--- config.mk ---
export PLATFORM = sky130hd
export DESIGN_NAME = ball_dispenser
export DESIGN_NICKNAME = d
export VERILOG_FILES = /design/src/rtl/tumble_pkg.sv /design/src/rtl/ball_reservoir.sv /design/src/rtl/ball_dispenser.sv
export SDC_FILE = /design/constraint.sdc
export NUM_CORES = 1
export LEC_CHECK = 0
export CAP_MARGIN = 30
export CORE_MARGIN = 3
export CORE_UTILIZATION = 25
export DETAILED_ROUTE_END_ITERATION = 7
export PLACE_DENSITY = 0.43
export SETUP_SLACK_MARGIN = 0.3
export SYNTH_ARGS = -nofsm -noshare
export SYNTH_HDL_FRONTEND = slang
export SYNTH_SLANG_ARGS = --single-unit
--- constraint.sdc ---
create_clock -name clk -period 1.9 [get_ports clk]
set_input_delay 0.38 -clock clk [delete_from_list [all_inputs] [get_ports clk]]
set_output_delay 0.38 -clock clk [all_outputs]
set_load 0.05 [all_outputs]
--- src/rtl/tumble_pkg.sv ---
// Shared types for the Turing Tumble ball dispenser: FSM states,
// run-result codes and the left/right side encoding.
package tumble_pkg;

  typedef enum logic [1:0] {
    IDLE      = 2'd0,
    RELEASE   = 2'd1,
    IN_FLIGHT = 2'd2,
    DONE      = 2'd3
  } state_t;

  typedef enum logic [2:0] {
    ST_NONE      = 3'd0,
    ST_INTERCEPT = 3'd1,
    ST_EMPTY     = 3'd2,
    ST_TIMEOUT   = 3'd3,
    ST_COLLISION = 3'd4
  } status_t;

  localparam logic LEFT  = 1'b0;
  localparam logic RIGHT = 1'b1;

endpackage

--- src/rtl/ball_reservoir.sv ---
// One colour's ball reservoir: a saturating down-counter that reloads to
// its initial fill and never wraps below zero.
module ball_reservoir #(
  parameter int INIT = 8,
  parameter int W    = 4
) (
  input  logic         clk,
  input  logic         rst_n,
  input  logic         load,
  input  logic         dec,
  output logic [W-1:0] count,
  output logic         empty
);

  assign empty = (count == '0);

  // Reload has priority; a decrement on an empty reservoir is dropped.
  always_ff @(posedge clk or negedge rst_n) begin
    if (!rst_n) begin
      count <= W'(INIT);
    end else if (load) begin
      count <= W'(INIT);
    end else if (dec && !empty) begin
      count <= count - W'(1);
    end
  end

endmodule

--- src/rtl/ball_dispenser.sv ---
// Ball dispenser sequencer: releases blue/red balls into the board, waits
// for a lever (or interceptor / timeout) and picks the next release side.
module ball_dispenser
  import tumble_pkg::*;
#(
  parameter int BALLS_BLUE = 8,
  parameter int BALLS_RED  = 8,
  parameter int CNT_W      = 4,
  parameter int TIMEOUT    = 64
) (
  input  logic             clk,
  input  logic             rst_n,
  input  logic             start,
  input  logic             first_sel,
  input  logic             clear,
  input  logic             lever_left,
  input  logic             lever_right,
  input  logic             intercepted,
  output logic             o_left,
  output logic             o_right,
  output logic             busy,
  output logic             done,
  output logic [2:0]       status,
  output logic [CNT_W-1:0] blue_left,
  output logic [CNT_W-1:0] red_left
);

  localparam int TMR_W = (TIMEOUT > 2) ? $clog2(TIMEOUT) : 1;
  localparam logic [TMR_W-1:0] TMR_LAST = TMR_W'(TIMEOUT - 1);

  state_t           state_q, state_d;
  status_t          status_q, status_d;
  logic             side_q, side_d;
  logic [TMR_W-1:0] timer_q, timer_d;
  logic             left_d, right_d;
  logic             dec_blue, dec_red, load;
  logic             blue_empty, red_empty, sel_empty;

  ball_reservoir #(.INIT(BALLS_BLUE), .W(CNT_W)) u_blue (
    .clk   (clk),
    .rst_n (rst_n),
    .load  (load),
    .dec   (dec_blue),
    .count (blue_left),
    .empty (blue_empty)
  );

  ball_reservoir #(.INIT(BALLS_RED), .W(CNT_W)) u_red (
    .clk   (clk),
    .rst_n (rst_n),
    .load  (load),
    .dec   (dec_red),
    .count (red_left),
    .empty (red_empty)
  );

  assign sel_empty = (side_q == RIGHT) ? red_empty : blue_empty;
  assign busy      = (state_q == RELEASE) || (state_q == IN_FLIGHT);
  assign done      = (state_q == DONE);
  assign status    = status_q;

  // State, side, result, flight timer and the one-cycle release pulses.
  always_ff @(posedge clk or negedge rst_n) begin
    if (!rst_n) begin
      state_q  <= IDLE;
      status_q <= ST_NONE;
      side_q   <= LEFT;
      timer_q  <= '0;
      o_left   <= 1'b0;
      o_right  <= 1'b0;
    end else begin
      state_q  <= state_d;
      status_q <= status_d;
      side_q   <= side_d;
      timer_q  <= timer_d;
      o_left   <= left_d;
      o_right  <= right_d;
    end
  end

  // Next-state logic; board inputs only matter while a ball is in flight.
  always_comb begin
    state_d  = state_q;
    status_d = status_q;
    side_d   = side_q;
    timer_d  = timer_q;
    left_d   = 1'b0;
    right_d  = 1'b0;
    dec_blue = 1'b0;
    dec_red  = 1'b0;
    load     = 1'b0;
    case (state_q)
      IDLE: begin
        if (start) begin
          side_d   = first_sel;
          status_d = ST_NONE;
          state_d  = RELEASE;
        end
      end
      RELEASE: begin
        if (sel_empty) begin
          status_d = ST_EMPTY;
          state_d  = DONE;
        end else begin
          if (side_q == RIGHT) begin
            dec_red = 1'b1;
            right_d = 1'b1;
          end else begin
            dec_blue = 1'b1;
            left_d   = 1'b1;
          end
          timer_d = '0;
          state_d = IN_FLIGHT;
        end
      end
      IN_FLIGHT: begin
        if (intercepted) begin
          status_d = ST_INTERCEPT;
          state_d  = DONE;
        end else if (lever_left && lever_right) begin
          status_d = ST_COLLISION;
          state_d  = DONE;
        end else if (lever_left) begin
          side_d  = LEFT;
          state_d = RELEASE;
        end else if (lever_right) begin
          side_d  = RIGHT;
          state_d = RELEASE;
        end else if (timer_q == TMR_LAST) begin
          status_d = ST_TIMEOUT;
          state_d  = DONE;
        end else begin
          timer_d = timer_q + TMR_W'(1);
        end
      end
      DONE: begin
        if (clear) begin
          load     = 1'b1;
          status_d = ST_NONE;
          state_d  = IDLE;
        end
      end
      default: state_d = IDLE;
    endcase
  end

endmodule

==> impl_metrics.yaml <==
status:
  outcome: "completed"
setup_path:
  cp_max_fo: 3
  cp_slowest_cell: "dfrtp_2"
  critPathMaxStageDelay_ps: 410
  cp_data_arrival_time_ps: 1920
  end_kind: "register"
  crit_chain: "inv_2 > ha_4 > or3b_4 > nand3b_1 > nand4_2 > buf_4 > o41ai_2"
  required_ps: 2050
  worst-setup-path-type: "register to register"
  critPathLaunchType: "register"
die:
  fp.dieArea_sq_um: 6100
  core_area_sq_um: 4880
  dieWidth_microns: 78.1
  io_pins: 23
  start_util: 0.266
  num_rows: 25
  fp.dieH_microns: 78.1
cts:
  cts_max_level: 1
  cts_tree: "done"
  clockBufferDepth: 2
  cts.sinks: 22
  clock_latency_ps: 260
  cts_buffers: 3
  clock-root-buffer: "clkbuf_8"
  clk_pin_slew_worst_paths_ps: 80
detailed_routing:
  drtIter0Drc: 28
  vias: 1267
  avgViaCountPerCell: 4.61
  wl_per_cell_microns: 13.5
  drc: 0
  antenna_left: 0
  drt_wl_total_microns: 3720
  first_pass_iters: 3
grt:
  overflow: 0
  first_global_vias: 1357
  grt_pass1_wl_microns: 6200
  grt_max_degree: 23
  antenna_found_initial: 0
  grt_util_all_layers: 0.127
final_layout:
  nets: 227
  syn2layout_area_growth_pct: 75.8
  layout_common_cells: "buf_4, dfrtp_1, nand2_1, buf_6"
  diodes: 0
  layout_commonest_cell: "buf_4"
  n_fill_cell: 482
  drive_above_1_share: 0.582
  final_area_sq_um: 2290
sta:
  rsz0062_at_grt: "yes"
  tightestPinTransition_ps: 487
  skew_ps: 7.18
  setup_viol: 0
  min_period_over_period: 0.931
  fin_crit_ps: 1770
  setup_slack_ps: 132
  max_freq_mhz: 566
  drv_slew: 0
  hold_viol: 0
  slew_headroom: 0.676
synth:
  syn_inst: 134
  synth_top_area_frac: 0.385
  netlist_area_sq_um: 1300
  synth_edf_count: 0
  yosys-top-cells-area: "dfrtp_1, ha_1, inv_1, nand2_1, dfstp_2"
  synth-seq-cells: 22
  synth_top_area_cell: "dfrtp_1"
  yosysWarnings: 0
  synthArstFlopShare: 1.00
  syn_nets: 152
  syn_area_per_cell_sq_um: 9.70
  synth_top_flop_cell: "dfrtp_1"
  synth_seq_area_share: 0.425
  synth_cell_types: 39
hold_path:
  min_path_type: "input port to asynchronous set/reset pin"
placed_design:
  port_buffers: 22
  dp_slack_ps: -349
  hpwl_microns: 2600
  finalWeightedCongestion: 0.780
  place_area_sq_um: 1870
power_and_ir_drop:
  power_density_nw_per_um2: 1690
  vdd_drop_max_mv: 1.09
  p_leak_nw: 1.03
flow_run:
  drv_cap: 0
==> layout make-up <==
type	count	area [sq um]	share of cell area
Clock buffer	4	45.0	0.0197
Inverter	15	61.3	0.0268
Sequential cell	22	559	0.245
Multi-Input combinational cell	96	926	0.405
Timing Repair Buffer	71	611	0.267
Tap cell	67	83.8	0.0367
==> synth_stat cells, drive strengths merged, types with 3 or more instances <==
| master | instances |
|---|---|
| xnor2 | 4 |
| nor4 | 3 |
| nor2 | 10 |
| a21oi | 7 |
| ha | 10 |
| inv | 15 |
| dfrtp | 20 |
| nand2 | 15 |
| nand3 | 3 |
| nand2b | 3 |
| o21ai | 7 |
==> worst paths after layout <==
path,start,to,slack (ps),cells past startpoint
setup reg to reg,u_blue.count[1],status[2],130,7
hold / removal,rst_n,o_right,480,2
min in group clk,status[1],status[1],510,2
setup / recovery,u_blue.count[1],status[2],130,7
hold reg to reg,status[1],status[1],510,2
max in group asynchronous,rst_n,u_red.count[3],1130,2
==> through the flow <==
step / hold WS (ps) / instances / TNS, ps / power (mW) / util
2_1_floorplan: 84.4 / 134 / 0 / 2.05 / -
3_3_place_gp: 473 / 251 / -2530 / 2.87 / 0.383
3_5_place_dp: 480 / 251 / -3050 / 2.88 / 0.383
4_1_cts: 492 / 266 / 0 / 3.53 / 0.437
5_1_grt: 490 / 275 / 0 / 4.12 / 0.468
6_report: 482 / 275 / 0 / 3.86 / 0.468
==> logic make-up after synthesis <==
kind of cell    after synthesis  share of synthesized area
flops                        22                      0.425
xor+xnor                      6                     0.0404
mux                           3                     0.0241
compound gates               32                      0.171
fa+ha+maj                    10                     0.0962
simple gates                 45                      0.196
buf+inv                      16                     0.0462
==> worst max-delay path: cells and delay by family, from the launching register on <==
| family | cells | cell delay [ps] |
|---|---|---|
| flops | 1 | 410 |
| buf+inv | 2 | 230 |
| compound gates | 1 | 270 |
| simple gates | 3 | 630 |
| fa+ha+maj | 1 | 120 |
==> routing by layer <==
metal | GRT usage | up-vias | wire (microns)
li1 | - | 620 | -
met1 | 0.164 | 627 | 1720
met2 | 0.213 | 18 | 1850
met3 | 0.0275 | 2 | 132
met4 | 0.0367 | 0 | 15
met5 | 0 | - | 0
==> flip-flops by register name (all words and copies together), names as in the netlist <==
| signal | flops |
|---|---|
| side_q | 1 |
| u_red.count | 4 |
| u_blue.count | 4 |
| o_left | 1 |
| o_right | 1 |
| state_q | 2 |
| status | 3 |
| timer_q | 6 |
==> power by group <==
group          internal [mW]  switching (mW)
logic                   1.34            1.44
clock network          0.149           0.145
registers              0.648           0.142
==> repair_timing <==
action                     CTS  global route
buffers inserted            11             9
gates resized for setup     42            17
pin swaps                   20            10
setup endpoints to repair   24            22
hold buffers                 0             0
gates cloned                 0             0
Power figures use the tool's default switching activity.
